[src/rtl/pc_branch_unit_pkg.sv]
// pcb_pkg: shared types for the PC/branch control stage.
//   br_op_e  : branch opcode encodings carried on br_op.
//   state_e  : control FSM states (RUN, MEM_WAIT, FLUSH).
//   flush_cnt_width() : width of the post-redirect flush counter.
package pcb_pkg;

  typedef enum logic [2:0] {
    BR_NONE = 3'b000,
    BR_J    = 3'b001,
    BR_BRZ  = 3'b010,
    BR_BRN  = 3'b011,
    BR_JM   = 3'b100
  } br_op_e;

  typedef enum logic [1:0] {
    RUN      = 2'd0,
    MEM_WAIT = 2'd1,
    FLUSH    = 2'd2
  } state_e;

  // Counter must hold the value FLUSH_CYCLES itself. $clog2(1) is 0, so a
  // zero-cycle flush still gets a one-bit (unused) counter.
  function automatic int flush_cnt_width(input int cycles);
    int w;
    w = $clog2(cycles + 1);
    if (w < 1) begin
      w = 1;
    end
    return w;
  endfunction

endpackage : pcb_pkg

[src/rtl/pc_branch_unit_branch_cond.sv]
// branch_cond: combinational branch decision.
//   br_op  in  3  branch opcode (unknown codes behave as NONE)
//   z_flag in  1  latched zero flag
//   n_flag in  1  latched negative flag
//   taken  out 1  direct redirect to target (J, BRZ&z, BRN&n)
//   is_jm  out 1  memory-indirect jump; handled separately from taken
module branch_cond
  import pcb_pkg::*;
(
  input  logic [2:0] br_op,
  input  logic       z_flag,
  input  logic       n_flag,
  output logic       taken,
  output logic       is_jm
);

  always_comb begin
    taken = 1'b0;
    is_jm = 1'b0;
    case (br_op)
      BR_J:    taken = 1'b1;
      BR_BRZ:  taken = z_flag;
      BR_BRN:  taken = n_flag;
      BR_JM:   is_jm = 1'b1;
      default: begin
        taken = 1'b0;
        is_jm = 1'b0;
      end
    endcase
  end

endmodule : branch_cond

[src/rtl/pc_branch_unit.sv]
// pc_branch_unit: owns the program counter downstream of the ALU.
// Latches Z/N from flag-writing instructions, resolves J/BRZ/BRN against the
// latched flags, redirects the PC, raises flush for FLUSH_CYCLES non-held
// cycles after a redirect, and performs the JM memory-indirect fetch.
// Ports:
//   clk, rst                 clock, synchronous active-high reset
//   instr_valid, hold        instruction valid, downstream stall
//   br_op, target            branch opcode and target / JM address
//   flag_we, alu_z, alu_n    flag write enable and ALU flags
//   mem_rdata, mem_rvalid    JM read return
//   mem_req, mem_addr        JM read request (registered, held until rvalid)
//   pc                       current program counter
//   flush                    squash the younger in-flight instruction
//   stall                    upstream hold while a JM read is outstanding
//   z_flag, n_flag           latched flags
module pc_branch_unit
  import pcb_pkg::*;
#(
  parameter int              PC_W         = 32,
  parameter logic [PC_W-1:0] RESET_PC     = '0,
  parameter int              FLUSH_CYCLES = 2
) (
  input  logic            clk,
  input  logic            rst,
  input  logic            instr_valid,
  input  logic            hold,
  input  logic [2:0]      br_op,
  input  logic [PC_W-1:0] target,
  input  logic            flag_we,
  input  logic            alu_z,
  input  logic            alu_n,
  input  logic [PC_W-1:0] mem_rdata,
  input  logic            mem_rvalid,
  output logic            mem_req,
  output logic [PC_W-1:0] mem_addr,
  output logic [PC_W-1:0] pc,
  output logic            flush,
  output logic            stall,
  output logic            z_flag,
  output logic            n_flag
);

  localparam int CNT_W = flush_cnt_width(FLUSH_CYCLES);
  localparam bit FLUSH_EN = (FLUSH_CYCLES > 0);
  localparam logic [CNT_W-1:0] CNT_LOAD = CNT_W'(FLUSH_CYCLES);
  localparam logic [CNT_W-1:0] CNT_ONE  = CNT_W'(1);

  state_e          state_reg, state_next;
  logic [PC_W-1:0] pc_reg, pc_next;
  logic [PC_W-1:0] mem_addr_reg, mem_addr_next;
  logic            mem_req_reg, mem_req_next;
  logic            flush_reg, flush_next;
  logic            z_reg, z_next;
  logic            n_reg, n_next;
  logic [CNT_W-1:0] cnt_reg, cnt_next;

  logic            taken;
  logic            is_jm;
  logic [PC_W-1:0] pc_inc;

  // Decision always uses the latched flags so a flag-writing branch sees the
  // flags from the previous flag writer.
  branch_cond u_branch_cond (
    .br_op  (br_op),
    .z_flag (z_reg),
    .n_flag (n_reg),
    .taken  (taken),
    .is_jm  (is_jm)
  );

  // Natural modulo-2^PC_W wrap.
  assign pc_inc = pc_reg + PC_W'(1);

  always_ff @(posedge clk) begin
    if (rst) begin
      state_reg    <= RUN;
      pc_reg       <= RESET_PC;
      mem_addr_reg <= '0;
      mem_req_reg  <= 1'b0;
      flush_reg    <= 1'b0;
      z_reg        <= 1'b0;
      n_reg        <= 1'b0;
      cnt_reg      <= '0;
    end else begin
      state_reg    <= state_next;
      pc_reg       <= pc_next;
      mem_addr_reg <= mem_addr_next;
      mem_req_reg  <= mem_req_next;
      flush_reg    <= flush_next;
      z_reg        <= z_next;
      n_reg        <= n_next;
      cnt_reg      <= cnt_next;
    end
  end

  always_comb begin
    state_next    = state_reg;
    pc_next       = pc_reg;
    mem_addr_next = mem_addr_reg;
    mem_req_next  = mem_req_reg;
    flush_next    = flush_reg;
    z_next        = z_reg;
    n_next        = n_reg;
    cnt_next      = cnt_reg;

    case (state_reg)
      RUN: begin
        if (!hold) begin
          if (instr_valid) begin
            if (flag_we) begin
              z_next = alu_z;
              n_next = alu_n;
            end
            if (is_jm) begin
              // PC holds while the indirect target is fetched.
              mem_req_next  = 1'b1;
              mem_addr_next = target;
              state_next    = MEM_WAIT;
            end else if (taken) begin
              pc_next = target;
              if (FLUSH_EN) begin
                state_next = FLUSH;
                cnt_next   = CNT_LOAD;
                flush_next = 1'b1;
              end
            end else begin
              pc_next = pc_inc;
            end
          end else begin
            pc_next = pc_inc;
          end
        end
      end

      MEM_WAIT: begin
        // hold is deliberately ignored; request stays stable until rvalid.
        if (mem_rvalid) begin
          mem_req_next = 1'b0;
          pc_next      = mem_rdata;
          if (FLUSH_EN) begin
            state_next = FLUSH;
            cnt_next   = CNT_LOAD;
            flush_next = 1'b1;
          end else begin
            state_next = RUN;
          end
        end
      end

      FLUSH: begin
        // Younger slots are being squashed: instr_valid/br_op/flag_we unused.
        if (!hold) begin
          pc_next  = pc_inc;
          cnt_next = cnt_reg - CNT_ONE;
          if (cnt_reg == CNT_ONE) begin
            flush_next = 1'b0;
            state_next = RUN;
          end
        end
      end

      default: begin
        state_next   = RUN;
        flush_next   = 1'b0;
        mem_req_next = 1'b0;
        cnt_next     = '0;
      end
    endcase
  end

  assign pc       = pc_reg;
  assign mem_req  = mem_req_reg;
  assign mem_addr = mem_addr_reg;
  assign flush    = flush_reg;
  assign z_flag   = z_reg;
  assign n_flag   = n_reg;
  assign stall    = (state_reg == MEM_WAIT);

endmodule : pc_branch_unit

[config.mk]
export PLATFORM = sky130hd
export DESIGN_NAME = pc_branch_unit
export DESIGN_NICKNAME = d
export VERILOG_FILES = /design/src/rtl/pc_branch_unit_pkg.sv /design/src/rtl/pc_branch_unit_branch_cond.sv /design/src/rtl/pc_branch_unit.sv
export SDC_FILE = /design/constraint.sdc
export NUM_CORES = 1
export LEC_CHECK = 0
export CORE_ASPECT_RATIO = 1.4
export CORE_MARGIN = 4
export CORE_UTILIZATION = 43
export DETAILED_ROUTE_END_ITERATION = 10
export PLACE_DENSITY = 0.79
export SYNTH_ARGS = -nofsm -noshare
export SYNTH_HDL_FRONTEND = slang
export SYNTH_HIERARCHICAL = 1
export SYNTH_SLANG_ARGS = --single-unit
[constraint.sdc]
create_clock -name clk -period 2.1 [get_ports clk]
set_clock_uncertainty 0.05 [all_clocks]
set_input_delay 0.42 -clock clk [delete_from_list [all_inputs] [get_ports clk]]
set_output_delay 0.42 -clock clk [all_outputs]
set_load 0.05 [all_outputs]
==> reports/qor.yml, run 1 <==
status: "complete, no violations"
fp.coreArea_mm2: 0.0105
cp-end-kind: "flop"
syn-instance-count: 648
initial_core_util_pct: 44.5
die-area_mm2: 0.0126
synthTopCellsByCount: "nand2_1 (118), a21oi_1 (77), dfxtp_1 (72)"
worstPathRequired_ns: 2.28
layout.nets: 952
finalSetupViolCount: 0
rsz0062_at_grt: "yes"
critPathLaunchType: "flop"
synthFlopType: "dfxtp_1"
seq_area_frac_synth_pct: 30.8
grt_pass1_wl_mm: 30.0
crit_type: "reg2reg"
synthesis.area_mm2: 0.00468
dpl_cell_area_mm2: 0.00702
cts.sinks: 72
core.rowCount: 44
ys_warn_count: 6
clk_pin_slew_worst_paths_ns: 0.07
final_cell_area_mm2: 0.00766
fin_cells: 1014
clk_latency_ns: 0.34
drtIter0Drc: 634
ys_async_sr_fraction_pct: 0
wl_per_cell_um: 19.6
fin_crit_sh_pct: 98.9
chipWidth_um: 96.2
viasPerCell: 6.13
antenna_left: 0
period_minus_slack_ns: 2.08
place_hpwl_mm: 14.6
cts-root-buf: "clkbuf_16"
layout-drive-gt1-share_pct: 26.9
synth-seq-cells: 72
vdd_drop_max_mv: 0.694
dp.cells: 988
cap_violations: 0
htree_levels: 3
drv_slew: 0
avgSynthCellArea_um2: 7.22
cp.arrival_ns: 2.25
p_per_area_mw_per_mm2: 925
grt_remaining_overflow: 0
yosysMostFrequentCell: "nand2_1"
final-hold-violation-count: 0
syn_to_final_growth_pct: 63.7
clock.fmax_ghz: 0.481
drc: 0
synth_top_cell_by_area: "dfxtp_1"
cts_buffers: 9
synth_top_area_share_pct: 30.8
synth_edf_count: 0
worst_pin_slew_ns: 0.535
diodes: 0
clock_path_buffers: 2
grt_max_degree: 33
cts_tree: "built"
synthTopCellsByArea: "dfxtp_1 (31%), nand2_1 (9.5%), a21oi_1 (8.2%), clkbuf_1 (3.2%), nor3_1 (3.2%)"
fin_util_pct: 72.9
grt_antenna_before_repair: 0
vias: 6216
grt_pass1_vias: 5932
cp_max_fo: 7
routed_wl_mm: 19.9
grtUsageTotal_pct: 29.9
tns_ns: 0
gp_congestion: 0.967
port_buffers: 143
power_leakage_uw: 0.00293
holdCritPathClass: "reg2reg"
syn-num-nets: 729
synth_cell_types: 76
num_io_pins: 144
firstDrtPassIters: 6
fp.dieH_um: 131
p_total_uw: 7090
max_slew_margin_pct: 64.2
-- worst max-delay path, cell delays in order, from the launching register on --
cell	delay [ns]
dfxtp_4	0.39
nand4_4	0.11
or4_4	0.61
or4_4	0.52
a32oi_2	0.18
o21ai_1	0.10
-- per-stage QoR --
step	setup slack [ns]	hold WS (ns)
after global routing	-0.0518	0.423
after global placement	-0.384	0.392
after detailed placement	-0.482	0.395
after floorplan	-0.0691	0.414
final	0.0224	0.404
after CTS	-0.00255	0.404
-- metal layers --
| metal | vias up | global-route usage, % | routed length, µm |
|---|---|---|---|
| met4 | 0 | 13.0 | 824 |
| met2 | 377 | 48.6 | 9580 |
| li1 | 2823 | - | - |
| met1 | 2934 | 37.3 | 7630 |
| met5 | - | 0 | 0 |
| met3 | 82 | 6.29 | 1840 |
-- power breakdown --
part	switching [µW]	internal, µW	leakage [µW]
registers	241	1580	0.000600
clock network	642	1050	0.000154
logic	2060	1520	0.00218
-- area by class of cell --
cell class | count | area (µm²)
Timing Repair Buffer | 267 | 2420
Multi-Input combinational cell | 507 | 3180
Clock inverter | 6 | 91.3
Tap cell | 138 | 173
Sequential cell | 72 | 1510
Clock buffer | 10 | 229
Inverter | 14 | 56.3
Fill cell | 800 | 2850
-- cells in the final DEF, fill, tap and decap left out, types with 5 or more instances in the layout --
cell               n
a22o_1             5
nor3_2             6
o211ai_1           6
and2_1             6
dfxtp_4           14
nor2_1            37
clkbuf_16         10
inv_1             11
and4_1             6
dfxtp_1           46
buf_4            130
buf_12             5
a31oi_1            8
nor3_1            25
a21oi_1           75
a211oi_1           7
nor4_1            13
clkdlybuf4s50_1  116
or3_1              6
o21ai_0           19
dfxtp_2           12
nand2_1          117
nand4_1           10
nand2b_1          11
xnor2_1            7
o31ai_1            5
nand3_1           20
buf_6              5
a221oi_1           6
mux2i_1            9
-- cells by family after synthesis --
logic type,Yosys count,share of synthesized area (%)
xor gates and xnor gates,10,1.87
and+or+nand+nor,290,30.8
AOI/OAI and AO/OA,189,26.3
adders and majority gates,6,1.60
DFF,72,30.8
buffers and inverters,69,5.93
muxes,12,2.65
-- repair_timing --
| action | CTS | global route |
|---|---|---|
| resized for setup | 14 | 46 |
| pin swaps | 4 | 7 |
| cloned | 0 | 1 |
| setup endpoints to repair | 27 | 34 |
| hold buffers | 0 | 0 |
| setup buffers | 2 | 7 |
-- worst paths after layout --
| kind | from | to | slack, ns | cells after the start |
|---|---|---|---|---|
| worst max-delay path | pc[6] | pc[31] | 0.02 | 5 |
| worst min-delay path | mem_addr[10] | mem_addr[10] | 0.40 | 2 |
| worst max register to register | pc[6] | pc[31] | 0.02 | 5 |
| worst min register to register | mem_addr[10] | mem_addr[10] | 0.40 | 2 |
Note: power is estimated with default switching activity, not from simulation.
==> run 2, diff against run 1 <==
--- a/config.mk
+++ b/config.mk
@@ -5,9 +5,11 @@
 export SDC_FILE = /design/constraint.sdc
 export NUM_CORES = 1
 export LEC_CHECK = 0
+export CAP_MARGIN = 20
 export CORE_ASPECT_RATIO = 1.4
-export CORE_MARGIN = 4
+export CORE_MARGIN = 5
 export CORE_UTILIZATION = 43
+export CTS_CLUSTER_SIZE = 40
 export DETAILED_ROUTE_END_ITERATION = 10
 export PLACE_DENSITY = 0.79
 export SYNTH_ARGS = -nofsm -noshare
==> reports/qor.yml, run 2 (synthesis results as in run 1) <==
status: "complete, no violations"  # unchanged
viasPerCell: 6.03  # was 6.13
final_cell_mix: "buf_4 (119), nand2_1 (117), clkdlybuf4s50_1 (113), a21oi_1 (77), dfxtp_1 (47)"  # was buf_4 (130), nand2_1 (117), clkdlybuf4s50_1 (116), a21oi_1 (75), dfxtp_1 (46)
grt_pass1_wl_mm: 30.8  # was 30.0 mm
die-area_mm2: 0.0131  # was 0.0126 mm²
htree_levels: 3  # unchanged
clkPwrFrac_pct: 23.6  # was 23.9%
cp_max_fo: 4  # was 7
grt_antenna_before_repair: 0  # unchanged
routed_wl_mm: 19.8  # was 19.9 mm
clock.fmax_ghz: 0.482  # was 0.481 GHz
r2r_slack_ns: 0.03  # was 0.02 ns
drtIter0Drc: 523  # was 634
crit_chain: "buf_4 -> clkdlybuf4s50_1"  # was nand4_4 -> or4_4 -> or4_4 -> a32oi_2 -> o21ai_1
fin_crit_sh_pct: 98.9  # about the same
critPathMaxStageDelay_ns: 0.79  # was 0.61 ns
rr_startpoint: "pc[5]"  # was pc[6]
min_from: "mem_addr[0]"  # was mem_addr[10]
antenna_left: 0  # unchanged
worst_r2r_path_depth: 5  # unchanged
syn_to_final_growth_pct: 61.3  # was 63.7%
wl_per_cell_um: 19.6  # about the same
post-place-ws_ns: -0.471  # was -0.482 ns
power_leakage_uw: 0.00289  # was 0.00293 µW
p_int_uw: 4040  # was 4150 µW
vias: 6100  # was 6,216
vdd_drop_max_mv: 0.665  # was 0.694 mV
worstPathRequired_ns: 1.63  # was 2.28 ns
grtUsageTotal_pct: 29.1  # was 29.9%
p_per_area_mw_per_mm2: 917  # was 925 mW/mm²
grt_pass1_vias: 5864  # was 5,932
fin_cells: 1011  # was 1,014
clk_latency_ns: 0.34  # about the same
cts_tree: "built"  # unchanged
period_minus_slack_ns: 2.08  # about the same
cts-root-buf: "clkbuf_16"  # unchanged
drv_slew: 0  # unchanged
final-hold-violation-count: 0  # unchanged
cp.arrival_ns: 1.61  # was 2.25 ns
multi_input_area_mm2: 0.00311  # was 0.00318 mm²
crit_type: "reg2out"  # was reg2reg
fp.coreArea_mm2: 0.0108  # was 0.0105 mm²
max_slew_margin_pct: 65.2  # was 64.2%
holdPathStages: 2  # unchanged
seq_power_share_pct: 26.0  # was 25.7%
num_io_pins: 144  # unchanged
cpMaxStageDelayCell: "clkdlybuf4s50_1"  # was or4_4
setup_slack_ns: 0.0239  # was 0.0224 ns
cap_violations: 0  # unchanged
place_hpwl_mm: 15.0  # was 14.6 mm
combPwrFrac_pct: 50.4  # about the same
core.rowCount: 45  # was 44
clk_pin_slew_worst_paths_ns: 0.06  # was 0.07 ns
chipWidth_um: 98.2  # was 96.2 µm
p_switching_uw: 2880  # was 2940 µW
holdCritPathClass: "reg2reg"  # unchanged
cts.sinks: 72  # unchanged
grt_max_degree: 42  # was 33
fillers: 862  # was 800
cp_num_buf_inv: 2  # was 0
cp-end-kind: "output pin"  # was flop
dp.cells: 990  # was 988
p_sw_share_pct: 41.6  # was 41.5%
drc: 0  # unchanged
r2r_end: "pc[31]"  # unchanged
critPathTopFamily: "buffers and inverters"  # was simple AND/OR/NAND/NOR gates
firstDrtPassIters: 6  # unchanged
critPathLaunchType: "flop"  # unchanged
seq_area_mm2: 0.00151  # about the same
worst_pin_slew_ns: 0.521  # was 0.535 ns
finalSetupViolCount: 0  # unchanged
initial_core_util_pct: 43.5  # was 44.5%
grt_remaining_overflow: 0  # unchanged
layout-drive-gt1-share_pct: 25.4  # was 26.9%
clock_path_buffers: 2  # unchanged
cts_buffers: 9  # unchanged
hold_end: "mem_addr[0]"  # was mem_addr[10]
layout_commonest_cell: "buf_4"  # unchanged
port_buffers: 143  # unchanged
fp.dieH_um: 133  # was 131 µm
layout.nets: 945  # was 952
gp_congestion: 0.970  # was 0.967
run 2: through the flow:
stage | cell area, µm² | hold slack (ns) | setup TNS [ns] | utilization, % | power, µW
final | 7550 | 0.401 | 0 | 70.2 | 6920
after CTS | 7370 | 0.404 | 0 | 68.6 | 6740
after global routing | 7550 | 0.421 | -0.0894 | 70.2 | 7220
after global placement | 7020 | 0.392 | -14.63 | 65.3 | 5040
after detailed placement | 7020 | 0.396 | -17.46 | 65.3 | 5090
after floorplan | 4790 | 0.414 | -0.111 | - | 3710
run 2: worst max-delay path by stage:
stage	start	to	slack, ns	cells after the start
detailed placement	br_op[0]	pc[27]	-0.47	8
global route	pc[0]	pc[16]	-0.06	8
finish	pc[7]	pc[7]	0.02	2
global placement	br_op[0]	pc[26]	-0.39	7
CTS	pc[6]	pc[6]	0.002	2
floorplan	n_flag	pc[24]	-0.07	7
run 2: final cells by class:
type / instances / area share (%)
multi-input cells: 507 / 41.1
clock buffers: 11 / 3.36
well taps: 141 / 2.34
inverters: 14 / 0.696
flip-flops and latches: 72 / 20.0
repair buffers: 260 / 31.7
diodes: 1 / 0.0331
clock inverters: 5 / 0.812
run 2: routing by layer:
metal	GRT usage, %	part of all wire (%)	wire, µm
met1	35.9	39	7830
met2	49.4	49	9650
met3	5.76	8.2	1630
met4	12.0	3.7	740
met5	0	0	0
run 2: repair_timing:
action,4_1_cts,5_1_grt
hold buffers,0,0
setup endpoints to repair,30,35
pin swaps,4,10
gates resized for setup,17,35
cloned,0,1
buffers inserted,2,1
run 2: power by group through the flow:
stage | Combinational [µW] | Sequential [µW] | Clock [µW]
4_1_cts | 3310 | 1790 | 1650
2_1_floorplan | 1360 | 2360 | 0
6_report | 3490 | 1800 | 1630
5_1_grt | 3700 | 1830 | 1700
3_5_place_dp | 3270 | 1820 | 0
3_3_place_gp | 3230 | 1810 | 0
run 2: worst min-delay path: stages (launching register included):
cell and delay [ns]:
dfxtp_1 0.31, nand2_1 0.05, a21oi_1 0.05
==> run 3, diff against run 2 <==
--- a/config.mk
+++ b/config.mk
@@ -5,6 +5,7 @@
 export SDC_FILE = /design/constraint.sdc
 export NUM_CORES = 1
 export LEC_CHECK = 0
+export ABC_CLOCK_PERIOD_IN_PS = 2100
 export CAP_MARGIN = 20
 export CORE_ASPECT_RATIO = 1.4
 export CORE_MARGIN = 5
==> results of run 3 <==
The final DEF is identical to that of run 2; final timing and power are the same.
